File: config.mk
export PLATFORM = sky130hd
export DESIGN_NAME = tensor_core_host_sequencer_flat
export DESIGN_NICKNAME = d
export VERILOG_FILES = /design/src/rtl/tensor_core_host_sequencer_if.sv /design/src/rtl/tensor_core_host_sequencer.sv /design/src/flat_wrapper.sv
export SDC_FILE = /design/constraint.sdc
export NUM_CORES = 1
export LEC_CHECK = 0
export CAP_MARGIN = 20
export CORE_UTILIZATION = 40
export DETAILED_ROUTE_END_ITERATION = 6
export HOLD_SLACK_MARGIN = 0.03
export PLACE_DENSITY = 0.67
export SETUP_SLACK_MARGIN = 0.5
export SLEW_MARGIN = 20
export SYNTH_ARGS = -nofsm -noshare
export SYNTH_HDL_FRONTEND = slang
export SYNTH_SLANG_ARGS = --single-unit
File: constraint.sdc
create_clock -name tensor_core_clock -period 9.42 [get_ports tensor_core_clock]
set_input_delay 0.942 -clock tensor_core_clock [delete_from_list [all_inputs] [get_ports tensor_core_clock]]
set_output_delay 0.942 -clock tensor_core_clock [all_outputs]
set_load 0.01 [all_outputs]
File: src/rtl/tensor_core_host_sequencer_if.sv
// Byte-serial host link for the tensor core host sequencer.
// Host is master; the sequencer is slave on both directions.
interface tensor_core_host_sequencer_if #(
  parameter int DATA_W = 8
) ();
  logic [DATA_W-1:0] host_in_data;
  logic              host_in_valid;
  logic              host_in_ready;
  logic [DATA_W-1:0] host_out_data;
  logic              host_out_valid;
  logic              host_out_ready;

  modport master (
    output host_in_data,
    output host_in_valid,
    input  host_in_ready,
    input  host_out_data,
    input  host_out_valid,
    output host_out_ready
  );

  modport slave (
    input  host_in_data,
    input  host_in_valid,
    output host_in_ready,
    output host_out_data,
    output host_out_valid,
    input  host_out_ready
  );
endinterface

File: src/rtl/tensor_core_host_sequencer.sv
// Host-side command/operand loader and result drainer for the 3x3 tensor core.
// Optional TENSOR_HOST_SEQ_CHECKSUM_EN: XOR checksum byte, reject bad commands.
module tensor_core_host_sequencer #(
  parameter int COMPUTE_CYCLES = 10,
  parameter int DATA_W         = 8
) (
  input  logic tensor_core_clock,
  input  logic reset_in,

  tensor_core_host_sequencer_if.slave host,

  output logic signed [DATA_W-1:0] tensor_core_input1 [0:2][0:2],
  output logic signed [DATA_W-1:0] tensor_core_input2 [0:2][0:2],
  output logic tensor_core_register_file_write_enable,
  output logic should_start_tensor_core,
  output logic [1:0] operation_select,
  input  logic signed [DATA_W-1:0] tensor_core_output [0:2][0:2],
  output logic busy
);

  localparam int WAIT_W =
    (COMPUTE_CYCLES > 2) ? $clog2(COMPUTE_CYCLES) : 1;

  typedef enum logic [2:0] {
    IDLE,
    LOAD,
    WRITE,
    START,
    WAIT,
    CAPTURE,
    DRAIN
  } state_t;

  state_t state;

  logic [1:0] row;
  logic [1:0] col;
  logic [1:0] nxt_row;
  logic [1:0] nxt_col;
  logic       second;
  logic       last_elem;
  logic       hs_in;
  logic       hs_out;
  logic       cmd_ok;
  logic       drain_done;

  logic [WAIT_W-1:0] wait_cnt;

  logic signed [DATA_W-1:0] result_q [0:2][0:2];

  assign hs_in  = host.host_in_valid && host.host_in_ready;
  assign hs_out = host.host_out_valid && host.host_out_ready;

  // row/col walk a 3x3 matrix row-major; second selects operand B
  assign last_elem = (row == 2'd2) && (col == 2'd2);

  always_comb begin
    nxt_row = row;
    nxt_col = col + 2'd1;
    if (col == 2'd2) begin
      nxt_col = 2'd0;
      nxt_row = (row == 2'd2) ? 2'd0 : row + 2'd1;
    end
  end

`ifdef TENSOR_HOST_SEQ_CHECKSUM_EN
  logic              chk_phase;
  logic [DATA_W-1:0] csum;

  assign cmd_ok     = ~|host.host_in_data[DATA_W-1:2];
  assign drain_done = hs_out && chk_phase;

  always_comb begin
    csum = '0;
    for (int i = 0; i < 3; i++) begin
      for (int j = 0; j < 3; j++) begin
        csum = csum ^ result_q[i][j];
      end
    end
  end
`else
  logic unused_cmd_bits;

  assign unused_cmd_bits = ^host.host_in_data[DATA_W-1:2];
  assign cmd_ok          = 1'b1;
  assign drain_done      = hs_out && last_elem;
`endif

  always_ff @(posedge tensor_core_clock or posedge reset_in) begin
    if (reset_in) begin
      state    <= IDLE;
      row      <= 2'd0;
      col      <= 2'd0;
      second   <= 1'b0;
      wait_cnt <= '0;
      result_q <= '{default: '0};
      tensor_core_input1 <= '{default: '0};
      tensor_core_input2 <= '{default: '0};
      tensor_core_register_file_write_enable <= 1'b0;
      should_start_tensor_core <= 1'b0;
      operation_select    <= 2'b00;
      busy                <= 1'b0;
      host.host_in_ready  <= 1'b1;
      host.host_out_valid <= 1'b0;
      host.host_out_data  <= '0;
`ifdef TENSOR_HOST_SEQ_CHECKSUM_EN
      chk_phase <= 1'b0;
`endif
    end else begin
      unique case (state)
        IDLE: begin
          if (hs_in && cmd_ok) begin
            operation_select <= host.host_in_data[1:0];
            row    <= 2'd0;
            col    <= 2'd0;
            second <= 1'b0;
            busy   <= 1'b1;
            state  <= LOAD;
          end
        end
        LOAD: begin
          if (hs_in) begin
            if (second) begin
              tensor_core_input2[row][col] <= host.host_in_data;
            end else begin
              tensor_core_input1[row][col] <= host.host_in_data;
            end
            row <= nxt_row;
            col <= nxt_col;
            if (last_elem) begin
              second <= 1'b1;
            end
            if (last_elem && second) begin
              host.host_in_ready <= 1'b0;
              tensor_core_register_file_write_enable <= 1'b1;
              state <= WRITE;
            end
          end
        end
        WRITE: begin
          tensor_core_register_file_write_enable <= 1'b0;
          should_start_tensor_core <= 1'b1;
          state <= START;
        end
        START: begin
          should_start_tensor_core <= 1'b0;
          wait_cnt <= WAIT_W'(COMPUTE_CYCLES - 1);
          state    <= WAIT;
        end
        WAIT: begin
          if (wait_cnt == '0) begin
            state <= CAPTURE;
          end else begin
            wait_cnt <= wait_cnt - 1'b1;
          end
        end
        CAPTURE: begin
          // buffer fills this edge, so byte 0 is taken straight from the core
          result_q <= tensor_core_output;
          row <= 2'd0;
          col <= 2'd0;
          host.host_out_data  <= tensor_core_output[0][0];
          host.host_out_valid <= 1'b1;
`ifdef TENSOR_HOST_SEQ_CHECKSUM_EN
          chk_phase <= 1'b0;
`endif
          state <= DRAIN;
        end
        DRAIN: begin
          if (drain_done) begin
            host.host_out_valid <= 1'b0;
            host.host_in_ready  <= 1'b1;
            busy  <= 1'b0;
            row   <= 2'd0;
            col   <= 2'd0;
            state <= IDLE;
`ifdef TENSOR_HOST_SEQ_CHECKSUM_EN
          end else if (hs_out && last_elem) begin
            host.host_out_data <= csum;
            chk_phase <= 1'b1;
`endif
          end else if (hs_out) begin
            host.host_out_data <= result_q[nxt_row][nxt_col];
            row <= nxt_row;
            col <= nxt_col;
          end
        end
        default: begin
          state <= IDLE;
        end
      endcase
    end
  end

endmodule

File: src/flat_wrapper.sv
// flat-port wrapper written by rule: the top's interface ports become plain ports
module tensor_core_host_sequencer_flat 
#(
  parameter int COMPUTE_CYCLES = 10,
  parameter int DATA_W         = 8
)
  (tensor_core_clock, reset_in, tensor_core_input1, tensor_core_input2, tensor_core_register_file_write_enable, should_start_tensor_core, operation_select, tensor_core_output, busy, host_host_in_data, host_host_in_valid, host_host_in_ready, host_host_out_data, host_host_out_valid, host_host_out_ready);
  tensor_core_host_sequencer_if #(.DATA_W(DATA_W)) host_i ();
  input  logic tensor_core_clock;
  input  logic reset_in;
  output logic signed [DATA_W-1:0] tensor_core_input1[0:2][0:2];
  output logic signed [DATA_W-1:0] tensor_core_input2[0:2][0:2];
  output logic tensor_core_register_file_write_enable;
  output logic should_start_tensor_core;
  output logic [1:0] operation_select;
  input  logic signed [DATA_W-1:0] tensor_core_output[0:2][0:2];
  output logic busy;
  input wire logic [$bits(host_i.host_in_data)-1:0] host_host_in_data;
  input wire logic [$bits(host_i.host_in_valid)-1:0] host_host_in_valid;
  output wire logic [$bits(host_i.host_in_ready)-1:0] host_host_in_ready;
  output wire logic [$bits(host_i.host_out_data)-1:0] host_host_out_data;
  output wire logic [$bits(host_i.host_out_valid)-1:0] host_host_out_valid;
  input wire logic [$bits(host_i.host_out_ready)-1:0] host_host_out_ready;
  assign host_i.host_in_data = host_host_in_data;
  assign host_i.host_in_valid = host_host_in_valid;
  assign host_host_in_ready = host_i.host_in_ready;
  assign host_host_out_data = host_i.host_out_data;
  assign host_host_out_valid = host_i.host_out_valid;
  assign host_i.host_out_ready = host_host_out_ready;
  tensor_core_host_sequencer #(.COMPUTE_CYCLES(COMPUTE_CYCLES), .DATA_W(DATA_W)) u_core (.tensor_core_clock(tensor_core_clock), .reset_in(reset_in), .host(host_i), .tensor_core_input1(tensor_core_input1), .tensor_core_input2(tensor_core_input2), .tensor_core_register_file_write_enable(tensor_core_register_file_write_enable), .should_start_tensor_core(should_start_tensor_core), .operation_select(operation_select), .tensor_core_output(tensor_core_output), .busy(busy));
endmodule
==> results of run 1 <==
-- registers in the layout, indices dropped and copies added (netlist names) --
name	cells
u_core.busy	1
u_core.col	2
u_core.host.host_in_ready	1
u_core.host.host_out_data	8
u_core.host.host_out_valid	1
u_core.operation_select	2
u_core.result_q	72
u_core.row	2
u_core.second	1
u_core.should_start_tensor_core	1
u_core.state	3
u_core.tensor_core_input1	72
u_core.tensor_core_input2	72
u_core.tensor_core_register_file_write_enable	1
u_core.wait_cnt	4
-- cell usage in the layout (no fill, tap or decap), types with 3 or more instances in the layout --
cell type and count:
clkdlybuf4s50_1 242, dfrtp_1 241, mux2_2 223, o21ai_0 28, clkbuf_16 27, nand2_1 25
nor2_1 22, a21oi_1 20, mux2i_1 17, a22oi_1 9, nand2_2 8, inv_1 7
nand2b_1 6, nand3_2 6, a211oi_1 6, clkbuf_1 6, clkbuf_8 6, o22ai_1 5
a221o_1 5, clkinv_2 5, nor3_4 4, a21o_1 4, buf_4 4, nand3b_1 3
nor2b_1 3, nor4_1 3, a221oi_1 3, bufinv_16 3
-- per-stage QoR --
stage | hold slack, ns | power, uW | instance area (um2)
finish | 0.475 | 3360 | 13900
global route | 0.490 | 3540 | 13900
CTS | 0.482 | 3390 | 13900
detailed placement | 0.468 | 2300 | 13000
global placement | 0.463 | 2280 | 13000
floorplan | 0.475 | 2020 | 10300
-- per-layer routing --
metal  GRT usage  part of all wire  vias up
met2       0.337              0.49      160
li1            -                 -     3119
met1       0.274              0.44     3429
met5           0                 0        -
met4      0.0652             0.029        0
met3      0.0344             0.047       44
-- synth_stat cells (all sizes together) (3+ instances only) --
master / count / area share
dfrtp: 242 / 0.59
mux2: 223 / 0.24
nand2: 34 / 0.015
o21ai: 29 / 0.014
buf: 25 / 0.013
nor2: 25 / 0.011
a21oi: 20 / 0.0097
mux2i: 17 / 0.017
clkbuf: 14 / 0.0051
a22oi: 9 / 0.0066
inv: 8 / 0.0029
nand2b: 7 / 0.0050
nor3: 7 / 0.0083
a211oi: 6 / 0.0044
nand3: 6 / 0.0058
a221o: 5 / 0.0049
o22ai: 5 / 0.0030
a21o: 4 / 0.0029
a221oi: 3 / 0.0026
and2: 3 / 0.0018
nand3b: 3 / 0.0022
nor2b: 3 / 0.0018
nor4: 3 / 0.0018
-- kinds of logic (layout without fill, tap and decap cells) --
kind of cell | Yosys count | count (layout) | synth area share
buf+inv | 47 | 302 | 0.0208
flops | 243 | 243 | 0.591
xor+xnor | 2 | 2 | 0.00170
mux | 240 | 240 | 0.260
simple gates | 102 | 102 | 0.0649
compound gates | 94 | 94 | 0.0591
fa+ha+maj | 2 | 2 | 0.00243
-- report_power, final --
group | internal [uW] | switching [uW] | total [uW] | leakage [uW]
registers | 1260 | 193 | 1450 | 0.00319
logic | 436 | 389 | 825 | 0.00255
clock network | 657 | 423 | 1080 | 0.000455
total | 2350 | 1010 | 3360 | 0.00619
-- cell type report --
cell class,count,area [um2]
multi-input cells,440,4000
inverters,8,37.5
clock buffers,39,781
repair buffers,246,2450
clock inverters,9,135
well taps,330,413
flip-flops and latches,243,6080
fillers,2122,11300
-- worst max path at each step --
stage,from,end,slack (ns),depth (start not counted)
5_1_grt,u_core.col[1],u_core.host.host_out_data[4],6.60,5
6_report,u_core.host.host_in_ready,host_host_in_ready,6.76,1
2_1_floorplan,reset_in,u_core.busy,1.81,1
3_3_place_gp,reset_in,u_core.row[1],6.34,3
4_1_cts,u_core.host.host_in_ready,host_host_in_ready,6.74,1
3_5_place_dp,reset_in,u_core.row[1],6.33,3
==> impl_metrics.json, run 1 <==
{
  "status": "completed",
  "pin_count": 243,
  "drc": 0,
  "max_stage_delay_ns": 0.61,
  "clk_pin_slew_ns": 0.06,
  "synth_edf_count": 0,
  "h-tree-depth": 1,
  "core-area_um2": 25200,
  "power_leakage_uw": 0.00619,
  "drv_cap": 0,
  "hp-start": "u_core.busy",
  "wl_per_cell_um": 20.1,
  "grt_start_max_net_pins": 113,
  "gp_congestion": 0.778,
  "nNetsFinal": 1052,
  "slew_headroom": 0.267,
  "synth_nets": 816,
  "syn_to_final_growth_pct": 35.0,
  "final_cells": 1315,
  "synth.distinct_cells": 54,
  "path_max_fanout": 6,
  "grt_pass1_vias": 6985,
  "grt_overflow": 0,
  "end_kind": "output port",
  "synth_seq_cells": 243,
  "cts_tree": "yes",
  "fin_crit_sh": 0.282,
  "seq_area_frac_synth": 0.591,
  "worst_hold_path_type": "register to register",
  "final-hold-violation-count": 0,
  "worst_pin_slew_ns": 1.10,
  "post_cts_buffers": 0,
  "r2r_end": "u_core.host.host_out_data[3]",
  "worst_setup_path_start_kind": "register",
  "cts_resized": 0,
  "drt_iter0_markers": 300,
  "totalNegativeSetupSlack_ns": 0,
  "drive_gt1_frac": 0.308,
  "ir_worst_vdd_mv": 0.131,
  "rr_worst_depth": 6,
  "fmax_mhz": 376,
  "whs_path_depth": 1,
  "wl_um": 26400,
  "fin_skew_ns": 0.00666,
  "cts_made_buffers": 27,
  "dp.cells": 1267,
  "antenna_cells": 0,
  "grt_first_pass_wirelength_um": 41400,
  "crit_family": "flip-flops",
  "worst-path-buf-inv": 1,
  "finalCriticalPeriod_ns": 2.66,
  "dp_slack_ns": 6.33,
  "insertion_delay_ns": 0.54,
  "drtPass1Iterations": 4,
  "fin_util": 0.552,
  "syn_area_um2": 10300,
  "cp.required_ns": 8.48,
  "finalWorstSetupSlack_ns": 6.76,
  "critical_path_class": "register to output port",
  "async_flop_share": 1.00,
  "syn_inst": 730,
  "synth_warnings": 0,
  "vias": 6752,
  "antenna_found_initial": 0,
  "yosys_most_used_dff": "dfrtp_1",
  "ant_nets": 0,
  "postCtsHoldBufs": 0,
  "cp.arrival_ns": 1.71,
  "slew_violations": 0,
  "dp_hpwl_um": 18400,
  "hold_end": "u_core.busy",
  "rows": 58,
  "worst_path_max_delay_cell": "dfstp_2",
  "dieArea_um2": 26400,
  "ff2ff_setup_slack_ns": 6.87,
  "grt_use_total": 0.205,
  "clkSinkCount": 243,
  "avgSynthCellArea_um2": 14.1,
  "clockRootBuffer": "clkbuf_16",
  "setup_violations": 0,
  "grt_setup_unrepaired": "false",
  "crit_chain": "clkdlybuf4s50_1",
  "fp.dieW_um": 162,
  "start_util": 0.409,
  "rr_startpoint": "u_core.row[0]",
  "cellPowerDensity_nw_per_um2": 241,
  "die_h_um": 162,
  "port_buffers": 242,
  "cts_buffer_depth": 3,
  "viasPerCell": 5.13
}
Power figures use the tool's default switching activity.
==> run 2: changes to the inputs <==
clock period = 2.45 ns   (was 9.42 ns; I/O delays follow)
==> run 2 against run 1 <==
Compared with the run above: register-to-register slack lost 6.3 ns; core utilization grew 2.4 points; final area grew 4.3%; worst setup slack lost 6.2 ns; non-clock buffer count grew 51; power grew to 4.0 times the previous value; critical endpoint is now u_core.host.host_out_data[2]; largest cell class unchanged.
==> impl_metrics.json, run 2 (synthesis results as in run 1) <==
{
  "finalCriticalPeriod_ns": 1.91,
  "worst_setup_path_start_kind": "register",
  "worst_hold_path_type": "primary input to async pin",
  "layout_commonest_cell": "clkdlybuf4s50_1",
  "start_util": 0.409,
  "fp.dieW_um": 162,
  "dp.cells": 1298,
  "drtPass1Iterations": 4,
  "dpl_cell_area_um2": 13300,
  "postLayoutCellArea_um2": 14500,
  "fin_skew_ns": 0.0152,
  "postCtsHoldBufs": 0,
  "grt_setup_unrepaired": "true",
  "grt_start_max_net_pins": 67,
  "rows": 58,
  "cp.required_ns": 2.86,
  "ir_worst_vdd_mv": 0.474,
  "cts_tree": "yes",
  "vias": 7066,
  "clkSinkCount": 243,
  "finalWorstSetupSlack_ns": 0.541,
  "r2r_end": "u_core.host.host_out_data[2]",
  "fin_util": 0.576,
  "drive_gt1_frac": 0.351,
  "die_h_um": 162,
  "wl_um": 27800,
  "grt_pass1_vias": 7233,
  "final_cells": 1368,
  "antenna_found_initial": 0,
  "nNetsFinal": 1103,
  "core-area_um2": 25200,
  "grt_use_total": 0.212,
  "port_buffers": 242,
  "worst_pin_slew_ns": 0.869,
  "cellPowerDensity_nw_per_um2": 921,
  "path_max_fanout": 11,
  "slew_headroom": 0.419,
  "ff2ff_setup_slack_ns": 0.54,
  "fmax_mhz": 524,
  "drc": 0,
  "setup_violations": 0,
  "viasPerCell": 5.17,
  "gp_congestion": 0.785,
  "end_kind": "register",
  "pin_count": 243,
  "dieArea_um2": 26400,
  "cp.arrival_ns": 2.32,
  "dp_hpwl_um": 19500,
  "wl_per_cell_um": 20.3,
  "cts_made_buffers": 27,
  "top_regs": "u_core.result_q: 72 flops, u_core.tensor_core_input1: 72 flops, u_core.tensor_core_input2: 72 flops",
  "final_cell_mix": "241 x clkdlybuf4s50_1, 237 x dfrtp_1, 223 x mux2_2",
  "cts_buffer_depth": 3,
  "syn_to_final_growth_pct": 40.9,
  "dp_slack_ns": 0.0872,
  "p_total_uw": 13400,
  "ant_nets": 0,
  "slew_violations": 0,
  "antenna_cells": 0,
  "rr_startpoint": "u_core.col[0]",
  "rr_worst_depth": 5,
  "final-hold-violation-count": 0,
  "fin_crit_sh": 0.779,
  "drt_iter0_markers": 377,
  "clockRootBuffer": "clkbuf_16",
  "grt_first_pass_wirelength_um": 42900,
  "drv_cap": 0,
  "insertion_delay_ns": 0.54,
  "h-tree-depth": 1,
  "clk_pin_slew_ns": 0.06,
  "critical_path_class": "register to register",
  "power_leakage_uw": 0.00648,
  "grt_overflow": 0,
  "status": "completed"
}
run 2: changes by cell type in the layout (fill, tap and decap cells not counted), moves of 2 or more:
| cell | change |
|---|---|
| nand3_4 | +6 |
| clkbuf_1 | +4 |
| buf_12 | +11 |
| dfrtp_1 | -4 |
| buf_4 | +40 |
| dfrtp_2 | +2 |
| nand3_2 | -6 |
| dfrtp_4 | +2 |
run 2: stage by stage:
stage          TNS (ns)  hold WS (ns)
2_1_floorplan   -238.27         0.396
3_3_place_gp          0         0.464
3_5_place_dp          0         0.477
4_1_cts               0        0.0582
5_1_grt               0        0.0778
6_report              0        0.0568
run 2: final cells by class:
class | count | area (um2)
clock buffers | 42 | 782
well taps | 330 | 413
clock inverters | 8 | 109
multi-input cells | 440 | 4100
inverters | 8 | 33.8
repair buffers | 297 | 2970
fillers | 2066 | 10700
flip-flops and latches | 243 | 6090
run 2: power by group:
| part | total (uW) | internal (uW) | switching [uW] |
|---|---|---|---|
| clock network | 4040 | 2410 | 1620 |
| registers | 5470 | 4860 | 610 |
| logic | 3860 | 2030 | 1830 |
run 2: worst max-delay path, stage by stage, from the launching register on:
cell	delay, ns
dfrtp_4	0.55
buf_4	0.18
o211a_1	0.31
a221o_1	0.39
a211oi_1	0.24
o21ai_0	0.12
run 2: repair_timing:
| action | 4_1_cts | 5_1_grt |
|---|---|---|
| endpoints found under the hold margin | 0 | 0 |
| resized for setup | 13 | 14 |
| pin swaps | 4 | 2 |
| endpoints found under the setup margin | 124 | 170 |
| buffers inserted | 7 | 13 |
run 2: metal layers:
layer,global-route usage,share of wire,vias up
met5,0,0,-
met4,0.0776,0.034,0
met3,0.0374,0.052,48
met2,0.341,0.48,189
met1,0.287,0.44,3612
li1,-,-,3217
run 2: worst max-delay path by stage:
stage	to	slack [ns]	from	depth (start not counted)
CTS	u_core.tensor_core_input2[20]	0.48	u_core.host.host_in_ready	4
floorplan	u_core.busy	-0.98	reset_in	1
global placement	u_core.tensor_core_input2[20]	0.15	host_host_in_valid	5
detailed placement	u_core.tensor_core_input2[24]	0.09	host_host_in_valid	5
global route	u_core.host.host_out_data[3]	0.46	u_core.row[1]	6
finish	u_core.host.host_out_data[2]	0.54	u_core.col[0]	5
==> run 3: changes to the inputs <==
PLACE_DENSITY = 0.7   (was 0.67)
clock period = 1.6 ns   (was 2.45 ns; I/O delays follow)
==> run 3 against run 2 <==
Compared with the run above: the run now ends with setup timing left; global-route usage increased by 1.6 points; worst setup slack got worse by 0.73 ns; cell count increased by 11%; maximum frequency increased by 6.7%; highest routed layer unchanged.
==> impl_metrics.json, run 3 (synthesis results as in run 1) <==
{
  "status": "finished with violations",
  "violations": "setup timing",
  "p_comb_frac": 0.393,
  "start_util": 0.409,
  "core-area_um2": 25200,
  "worst_hold_path_type": "primary input to async pin",
  "power_leakage_uw": 0.00807,
  "fin_skew_ns": 0.0127,
  "viasPerCell": 5.12,
  "nNetsFinal": 1259,
  "dp_hpwl_um": 20200,
  "p_seq_frac": 0.362,
  "wl_um": 30800,
  "fmax_mhz": 559,
  "finalWorstSetupSlack_ns": -0.190,
  "cp.arrival_ns": 2.18,
  "fin_hold_ws_ns": 0.125,
  "rows": 58,
  "setup.worst_path.start": "u_core.host.host_in_ready",
  "rr_worst_depth": 6,
  "cp.required_ns": 1.99,
  "dp.cells": 1351,
  "internal_power_uw": 16100,
  "totalNegativeSetupSlack_ns": -23.84,
  "dpl_cell_area_um2": 14500,
  "grt_start_max_net_pins": 54,
  "cts_tree": "yes",
  "cts_made_buffers": 25,
  "antenna_found_initial": 0,
  "fin_crit_sh": 1.12,
  "ir_worst_vdd_mv": 1.00,
  "grt_setup_unrepaired": "true",
  "setup_violations": 185,
  "grt_first_pass_wirelength_um": 46500,
  "worst_setup_path_start_kind": "register",
  "grt_pass1_vias": 7854,
  "worst_pin_slew_ns": 0.432,
  "critPathCapture": "u_core.tensor_core_input1[51]",
  "final_cells": 1521,
  "grt_overflow": 0,
  "rr_startpoint": "u_core.host.host_in_ready",
  "dieArea_um2": 26400,
  "postLayoutCellArea_um2": 16400,
  "die_h_um": 162,
  "vias": 7790,
  "grt_use_total": 0.229,
  "ant_nets": 0,
  "h-tree-depth": 1,
  "antenna_cells": 0,
  "worst_path_max_delay_cell": "dfstp_2",
  "drv_cap": 0,
  "p_sw_uw": 7250,
  "cellPowerDensity_nw_per_um2": 1430,
  "final-hold-violation-count": 0,
  "top_regs": "u_core.result_q: 72 flops, u_core.tensor_core_input1: 72 flops, u_core.tensor_core_input2: 72 flops",
  "busiest_layer": "met2",
  "final_cell_mix": "237 x dfrtp_1, 151 x buf_4, 118 x mux2_4",
  "dp_slack_ns": -0.372,
  "grtUsageMet2": 0.381,
  "drive_gt1_frac": 0.604,
  "max_stage_delay_ns": 0.57,
  "ff2ff_setup_slack_ns": -0.19,
  "slew_violations": 0,
  "syn_to_final_growth_pct": 59.0,
  "drt_iter0_markers": 425,
  "p_sw_frac": 0.311,
  "layout_commonest_cell": "dfrtp_1",
  "crit_chain": "nand4bb_4, nor3_4, buf_6, buf_12, nand2_4, mux2_2",
  "insertion_delay_ns": 0.51,
  "clockRootBuffer": "clkbuf_16",
  "critical_path_class": "register to register",
  "pin_count": 243,
  "clk_pin_slew_ns": 0.06,
  "use_met1": 0.318,
  "end_kind": "register",
  "postCtsHoldBufs": 0,
  "r2r_end": "u_core.tensor_core_input1[51]",
  "gp_congestion": 0.821,
  "drc": 0,
  "clkSinkCount": 243,
  "clkPwrFrac": 0.244,
  "wl_per_cell_um": 20.3,
  "use_met3": 0.0298,
  "port_buffers": 242,
  "finalCriticalPeriod_ns": 1.79,
  "path_max_fanout": 8,
  "drtPass1Iterations": 5,
  "slew_headroom": 0.712,
  "cts_buffer_depth": 3,
  "fp.dieW_um": 162
}
run 3: how the worst min path moves through the flow:
stage | from | endpoint | slack [ns] | cells after the start
floorplan | tensor_core_output[0] | u_core.result_q[0] | 0.31 | 1
global placement | u_core.busy | u_core.busy | 0.47 | 1
detailed placement | u_core.should_start_tensor_core | u_core.should_start_tensor_core | 0.48 | 1
CTS | reset_in | u_core.tensor_core_input2[42] | 0.12 | 3
global route | reset_in | u_core.tensor_core_input2[43] | 0.13 | 3
finish | reset_in | u_core.tensor_core_input2[43] | 0.12 | 3
run 3: worst max-delay path, delay by kind of cell, from the launching register on:
| kind | cells | cell delay [ns] |
|---|---|---|
| buffers and inverters | 2 | 0.33 |
| DFF | 1 | 0.57 |
| muxes | 1 | 0.29 |
| and+or+nand+nor | 3 | 0.48 |
run 3: per-layer routing:
layer	vias to the layer above	routed length, um
met5	-	0
met4	0	511
met3	38	1610
met2	265	15100
met1	3949	13600
li1	3538	-
run 3: stage by stage:
step	power, uW	util
after global placement	15700	0.575
after floorplan	13400	-
after CTS	22800	0.636
after detailed placement	15800	0.575
final	23300	0.650
after global routing	24400	0.650
run 3: cell type report:
class	instances	area (um2)
fill	1873	8810
timing repair buffer	453	4100
clock buffer	37	701
clock inverter	8	92.6
tap	330	413
sequential	243	6090
multi-input combinational	442	4940
inverter	8	36.3
run 3: power by group through the flow:
stage          clock network, uW  logic, uW  registers (uW)
3_3_place_gp                   0       7200            8450
2_1_floorplan                  0       5210            8190
6_report                    5700       9180            8450
4_1_cts                     5810       8520            8420
5_1_grt                     6060       9730            8570
3_5_place_dp                   0       7310            8480
run 3: what timing repair did:
| item | in CTS | in global routing |
|---|---|---|
| cloned | 7 | 1 |
| gates resized for setup | 487 | 192 |
| buffers inserted | 60 | 57 |
| pin swaps | 25 | 20 |
| endpoints found under the setup margin | 402 | 402 |
